<file path="src/rtl/branch_resolve_queue.sv">
// In-order fetch-prediction queue; compares predicted vs actual next PC at resolve, drives predictor/BTB update and fetch redirect.
// Latency: update/redirect outputs registered one cycle after the popping edge.
// Backpressure: push_ready = !full; mispredict or flush empties the queue and drops any same-cycle push.
module branch_resolve_queue #(
    parameter int DATA_WIDTH = 32,
    parameter int DEPTH      = 4,
    parameter int PTR_W      = 2
) (
    input  logic                  clk,
    input  logic                  rst,
    input  logic                  push_valid,
    output logic                  push_ready,
    input  logic [DATA_WIDTH-1:0] push_pc,
    input  logic                  push_hit,
    input  logic                  push_pred,
    input  logic [DATA_WIDTH-1:0] push_target,
    input  logic                  res_valid,
    input  logic                  res_is_branch,
    input  logic                  res_is_jump,
    input  logic                  res_taken,
    input  logic [DATA_WIDTH-1:0] res_target,
    input  logic                  flush,
    output logic                  update_predictor,
    output logic                  update_btb,
    output logic                  actually_taken,
    output logic [DATA_WIDTH-1:0] resolved_pc,
    output logic [DATA_WIDTH-1:0] resolved_pc_target,
    output logic                  redirect_valid,
    output logic [DATA_WIDTH-1:0] redirect_pc,
    output logic [PTR_W:0]        count,
    output logic                  underflow_err
);

    localparam int CW = PTR_W + 1;

    logic [DATA_WIDTH-1:0] pc_mem   [DEPTH];
    logic [DATA_WIDTH-1:0] tgt_mem  [DEPTH];
    logic                  hit_mem  [DEPTH];
    logic                  pred_mem [DEPTH];

    logic [PTR_W-1:0] wr_ptr, rd_ptr;
    logic [CW-1:0]    count_q;

    logic                  full, empty;
    logic                  push_fire, pop;
    logic [DATA_WIDTH-1:0] rd_pc, rd_tgt, pc_plus4, pnpc, anpc;
    logic                  rd_hit, rd_pred, act_taken, mispredict, discard;

    assign full       = (count_q == CW'(DEPTH));
    assign empty      = (count_q == '0);
    assign push_ready = !full;
    assign count      = count_q;
    assign push_fire  = push_valid && push_ready;
    assign pop        = res_valid && !empty && !flush;

    assign rd_pc    = pc_mem[rd_ptr];
    assign rd_tgt   = tgt_mem[rd_ptr];
    assign rd_hit   = hit_mem[rd_ptr];
    assign rd_pred  = pred_mem[rd_ptr];
    assign pc_plus4 = rd_pc + DATA_WIDTH'(4);

    assign act_taken  = res_is_jump || (res_is_branch && res_taken);
    assign pnpc       = (rd_hit && rd_pred) ? rd_tgt : pc_plus4;
    assign anpc       = act_taken ? res_target : pc_plus4;
    assign mispredict = (pnpc != anpc);
    // Younger entries behind a mispredict are wrong-path, so they go too.
    assign discard    = flush || (pop && mispredict);

    always_ff @(posedge clk) begin
        if (push_fire) begin
            pc_mem[wr_ptr]   <= push_pc;
            tgt_mem[wr_ptr]  <= push_target;
            hit_mem[wr_ptr]  <= push_hit;
            pred_mem[wr_ptr] <= push_pred;
        end
    end

    always_ff @(posedge clk or posedge rst) begin
        if (rst) begin
            wr_ptr  <= '0;
            rd_ptr  <= '0;
            count_q <= '0;
        end else if (discard) begin
            wr_ptr  <= '0;
            rd_ptr  <= '0;
            count_q <= '0;
        end else begin
            if (push_fire) wr_ptr <= wr_ptr + PTR_W'(1);
            if (pop)       rd_ptr <= rd_ptr + PTR_W'(1);
            count_q <= count_q + CW'(push_fire) - CW'(pop);
        end
    end

    always_ff @(posedge clk or posedge rst) begin
        if (rst) begin
            update_predictor   <= 1'b0;
            update_btb         <= 1'b0;
            actually_taken     <= 1'b0;
            redirect_valid     <= 1'b0;
            resolved_pc        <= '0;
            resolved_pc_target <= '0;
            redirect_pc        <= '0;
            underflow_err      <= 1'b0;
        end else begin
            update_predictor <= pop && res_is_branch;
            actually_taken   <= pop && act_taken;
            update_btb       <= pop && act_taken && (!rd_hit || (rd_tgt != res_target));
            redirect_valid   <= pop && mispredict;
            if (pop) begin
                resolved_pc        <= rd_pc;
                resolved_pc_target <= res_target;
                redirect_pc        <= anpc;
            end
            if (res_valid && empty) underflow_err <= 1'b1;
        end
    end

endmodule

</file>
<file path="config.mk">
export PLATFORM = sky130hd
export DESIGN_NAME = branch_resolve_queue
export DESIGN_NICKNAME = d
export VERILOG_FILES = /design/src/rtl/branch_resolve_queue.sv
export SDC_FILE = /design/constraint.sdc
export NUM_CORES = 1
export LEC_CHECK = 0
export BUFFER_PORTS_ARGS = -buffer_cell sky130_fd_sc_hd__buf_2
export CAP_MARGIN = 20
export CORE_MARGIN = 2
export CORE_UTILIZATION = 50
export CTS_CLUSTER_SIZE = 12
export DETAILED_ROUTE_END_ITERATION = 10
export GPL_TIMING_DRIVEN = 1
export PLACE_DENSITY = 0.72
export SETUP_SLACK_MARGIN = 0.1
export SYNTH_ARGS = -nofsm -noshare
export SYNTH_HDL_FRONTEND = slang
export SYNTH_SLANG_ARGS = --single-unit
</file>
<file path="constraint.sdc">
create_clock -name clk -period 8.3 [get_ports clk]
set_clock_uncertainty 0.15 [all_clocks]
set_input_delay 2.075 -clock clk [delete_from_list [all_inputs] [get_ports clk]]
set_output_delay 2.075 -clock clk [all_outputs]
set_load 0.02 [all_outputs]
</file>
==> flow_summary.yaml <==
power:
  p_clk_share_pct: 28.5
  switching_share_pct: 33.5
  switchingPower_mw: 1.97
  vdd_drop_max_mv: 0.198
  p_seq_share_pct: 43.1
  cellLeakagePower_nw: 7.61
  combPwrFrac_pct: 28.4
  p_total_mw: 5.87
  powerDensity_nw_per_um2: 295
  p_int_mw: 3.90
synthesis:
  synth_seq_cells: 372
  async_flop_share_pct: 29.0
  ys_seq_area_share_pct: 61.4
  yosys_warnings: 0
  synth_edf_count: 264
  synth-main-ff-cell: "edfxtp_1"
  yosysUniqueCellTypes: 80
  synth_area_per_cell_um2: 13.1
  synth_area_um2: 17300
  synth_cells: 1317
  synthesis.nets: 1431
critical_path:
  criticalPathCategory: "flop to flop"
  cp_top_family: "simple AND/OR/NAND/NOR gates"
  cp_max_fo: 34
  endpoint_kind: "flop"
  worstSetupStartpointType: "flop"
  cp.buffers_inverters: 1
  slowest_stage: "or4_1"
  arrival_ns: 6.12
  cp.required_ns: 8.55
  path_cells: "buf_4 -> mux4_1 -> nand4_1 -> or4_1 -> o32a_1 -> or4_1 -> nor4_1 -> nand4_1 -> a21oi_1 -> nand3_1 -> a21oi_1"
  slowest_delay_ns: 0.88
placed_design:
  placed_cell_area_um2: 18700
  post-place-cells: 1922
  detailed_place_hpwl_um: 35300
  io_buffers: 210
  place.gp.congestion: 0.994
timing:
  worst_pin_slew_ns: 1.03
  rsz0062_at_grt: "no"
  period_share_pct: 70.7
  setup_violations: 0
  min_period_ns: 5.87
  max-slew-margin-rel_pct: 31.6
  max_freq_mhz: 170
  fin_setup_tns_ns: 0
  hold_viol: 0
  maxSlewViolCount: 0
run:
  maxCapViolations: 0
cts:
  cts_resized: 0
  cts_inserted_buffers: 39
  cts.path.max_buffers: 3
  clk_pin_slew_worst_paths_ns: 0.06
  cts.sinks: 372
  htreeDepth: 2
  root_buffer: "clkbuf_16"
  cts_tree: "done"
  cts_setup_buffers: 0
  insertion_delay_ns: 0.54
  postCtsHoldBufs: 0
global_route:
  grt_pass1_vias: 11500
  grt_use_total_pct: 27.7
  grt-ovfl-total: 0
  grt_pass1_wl_um: 73700
  antenna_found_initial: 5
  grt_max_degree: 93
routing:
  detail_route.vias_per_cell: 6.02
  drt_iter0_drc: 1213
  routed_wl_um: 50000
  firstDrtPassIters: 7
  via_count: 12000
  drc: 0
  wl_met3_um: 4610
  routedWlPerCell_um: 25.1
  ant_nets: 0
  dr.max_layer_used: "met5"
  dr_wl_met2_um: 22500
  drt-met1-wl_um: 21200
finish:
  drive_gt1_share_pct: 23.9
  layout_commonest_cell: "edfxtp_1"
  fin_nets: 1622
  final_cell_mix: "edfxtp_1 (264), nand2_1 (258), buf_2 (210), dfrtp_1 (106), xnor2_1 (61)"
  finalCoreUtilization_pct: 58.1
  syn2layout_area_growth_pct: 15.0
  final_cells: 1995
  fin_area_um2: 19900
floorplan:
  num_rows: 68
  die_w_um: 190
  io_pins: 211
  initial_core_util_pct: 50.5
  die_y_um: 190
  fp.coreArea_um2: 34300
  die-area_um2: 36100
hold_path:
  min_path_type: "flop to flop"
run_status:
  status: "complete, no violations"
## path summary, 6_finish.rpt
kind | endpoint | slack [ns] | from | depth (start not counted)
setup / recovery | rd_ptr[0] | 2.43 | rd_ptr[0] | 11
hold / removal | underflow_err | 0.30 | underflow_err | 1
setup reg to reg | rd_ptr[0] | 2.43 | rd_ptr[0] | 11
hold reg to reg | underflow_err | 0.30 | underflow_err | 1
max in group asynchronous | resolved_pc[23] | 5.22 | rst | 3
min in group asynchronous | resolved_pc_target[6] | 1.45 | rst | 2
## registers in the layout, summed over array words and instances (netlist names)
| register | count |
|---|---|
| pc_mem | 128 |
| actually_taken | 1 |
| hit_mem | 4 |
| update_predictor | 1 |
| resolved_pc_target | 32 |
| tgt_mem | 128 |
| rd_ptr | 2 |
| underflow_err | 1 |
| redirect_valid | 1 |
| pred_mem | 4 |
| wr_ptr | 2 |
| resolved_pc | 32 |
| update_btb | 1 |
| redirect_pc | 32 |
| count | 3 |
## stage by stage
stage / hold WS [ns] / setup WS (ns)
after floorplan: 0.415 / 3.23
after global placement: 0.286 / 2.57
after detailed placement: 0.298 / 2.55
after CTS: 0.310 / 2.51
after global routing: 0.326 / 2.06
final: 0.305 / 2.43
## routing by layer
layer	track usage (%)	vias to the layer above
li1	-	5337
met1	40.2	5980
met2	41.7	595
met3	6.09	91
met4	9.48	6
met5	0	-
## layout make-up
type / instances / area, µm²
Clock buffer: 68 / 1200
Sequential cell: 372 / 10600
Inverter: 17 / 66.3
Timing Repair Buffer: 226 / 1170
Multi-Input combinational cell: 852 / 6230
Fill cell: 2768 / 14400
Antenna cell: 1 / 2.50
Clock inverter: 4 / 38.8
Tap cell: 455 / 569
## cells by family (layout without fill, tap and decap cells)
family | count (synthesis) | after routing | share of synthesized area (%)
flip-flops | 372 | 372 | 61.4
AND/OR/NAND/NOR | 494 | 494 | 13.6
buffers and inverters | 93 | 315 | 2.75
AO/OA/AOI/OAI | 183 | 183 | 7.19
XOR/XNOR | 86 | 86 | 5.07
adder cells (fa/ha/maj) | 8 | 8 | 0.621
multiplexers | 81 | 81 | 9.37
other | 0 | 1 | 0
## power by group through the flow
stage          combinational [mW]  sequential (mW)  clock [mW]
2_1_floorplan               0.786             2.82           0
3_3_place_gp                 1.63             2.55           0
3_5_place_dp                 1.66             2.57           0
4_1_cts                      1.67             2.53        1.70
5_1_grt                      1.80             2.56        1.78
6_report                     1.67             2.53        1.67
## synthesized netlist by cell type, types with 4 or more instances
| cell type | number | area [µm²] |
|---|---|---|
| a211o_1 | 4 | 35.0 |
| a211oi_1 | 8 | 60.1 |
| a21o_1 | 7 | 52.6 |
| a21oi_1 | 38 | 190 |
| a31oi_1 | 15 | 93.8 |
| and2_1 | 6 | 37.5 |
| and3_1 | 21 | 131 |
| buf_1 | 13 | 48.8 |
| buf_2 | 17 | 85.1 |
| buf_4 | 7 | 52.6 |
| buf_6 | 4 | 45.0 |
| clkbuf_1 | 32 | 120 |
| dfrtp_1 | 108 | 2700 |
| edfxtp_1 | 264 | 7930 |
| ha_1 | 7 | 87.6 |
| inv_1 | 16 | 60.1 |
| mux2_2 | 7 | 78.8 |
| mux2i_1 | 11 | 110 |
| mux4_1 | 4 | 105 |
| mux4_2 | 59 | 1330 |
| nand2_1 | 258 | 968 |
| nand2b_1 | 12 | 75.1 |
| nand3_1 | 28 | 140 |
| nand4_1 | 22 | 138 |
| nand4b_1 | 6 | 52.6 |
| nor2_1 | 55 | 206 |
| nor3_1 | 26 | 130 |
| nor3b_1 | 7 | 52.6 |
| nor4_1 | 17 | 106 |
| o211ai_1 | 7 | 52.6 |
| o21ai_0 | 38 | 190 |
| o221ai_1 | 5 | 43.8 |
| o22ai_1 | 4 | 25.0 |
| o31a_1 | 5 | 43.8 |
| o31ai_1 | 9 | 67.6 |
| or2_2 | 5 | 31.3 |
| or3_1 | 7 | 43.8 |
| or4_1 | 7 | 52.6 |
| xnor2_1 | 61 | 534 |
| xnor3_1 | 9 | 203 |
| xor2_1 | 16 | 140 |
## worst register-to-register path: cells and delay by family, from the launching register on
kind                   cells  cell delay (ns)
flip-flops                 1             0.66
AND/OR/NAND/NOR            6             2.44
buffers and inverters      1             0.60
AO/OA/AOI/OAI              3             1.25
multiplexers               1             0.63
Power figures use the tool's default switching activity.
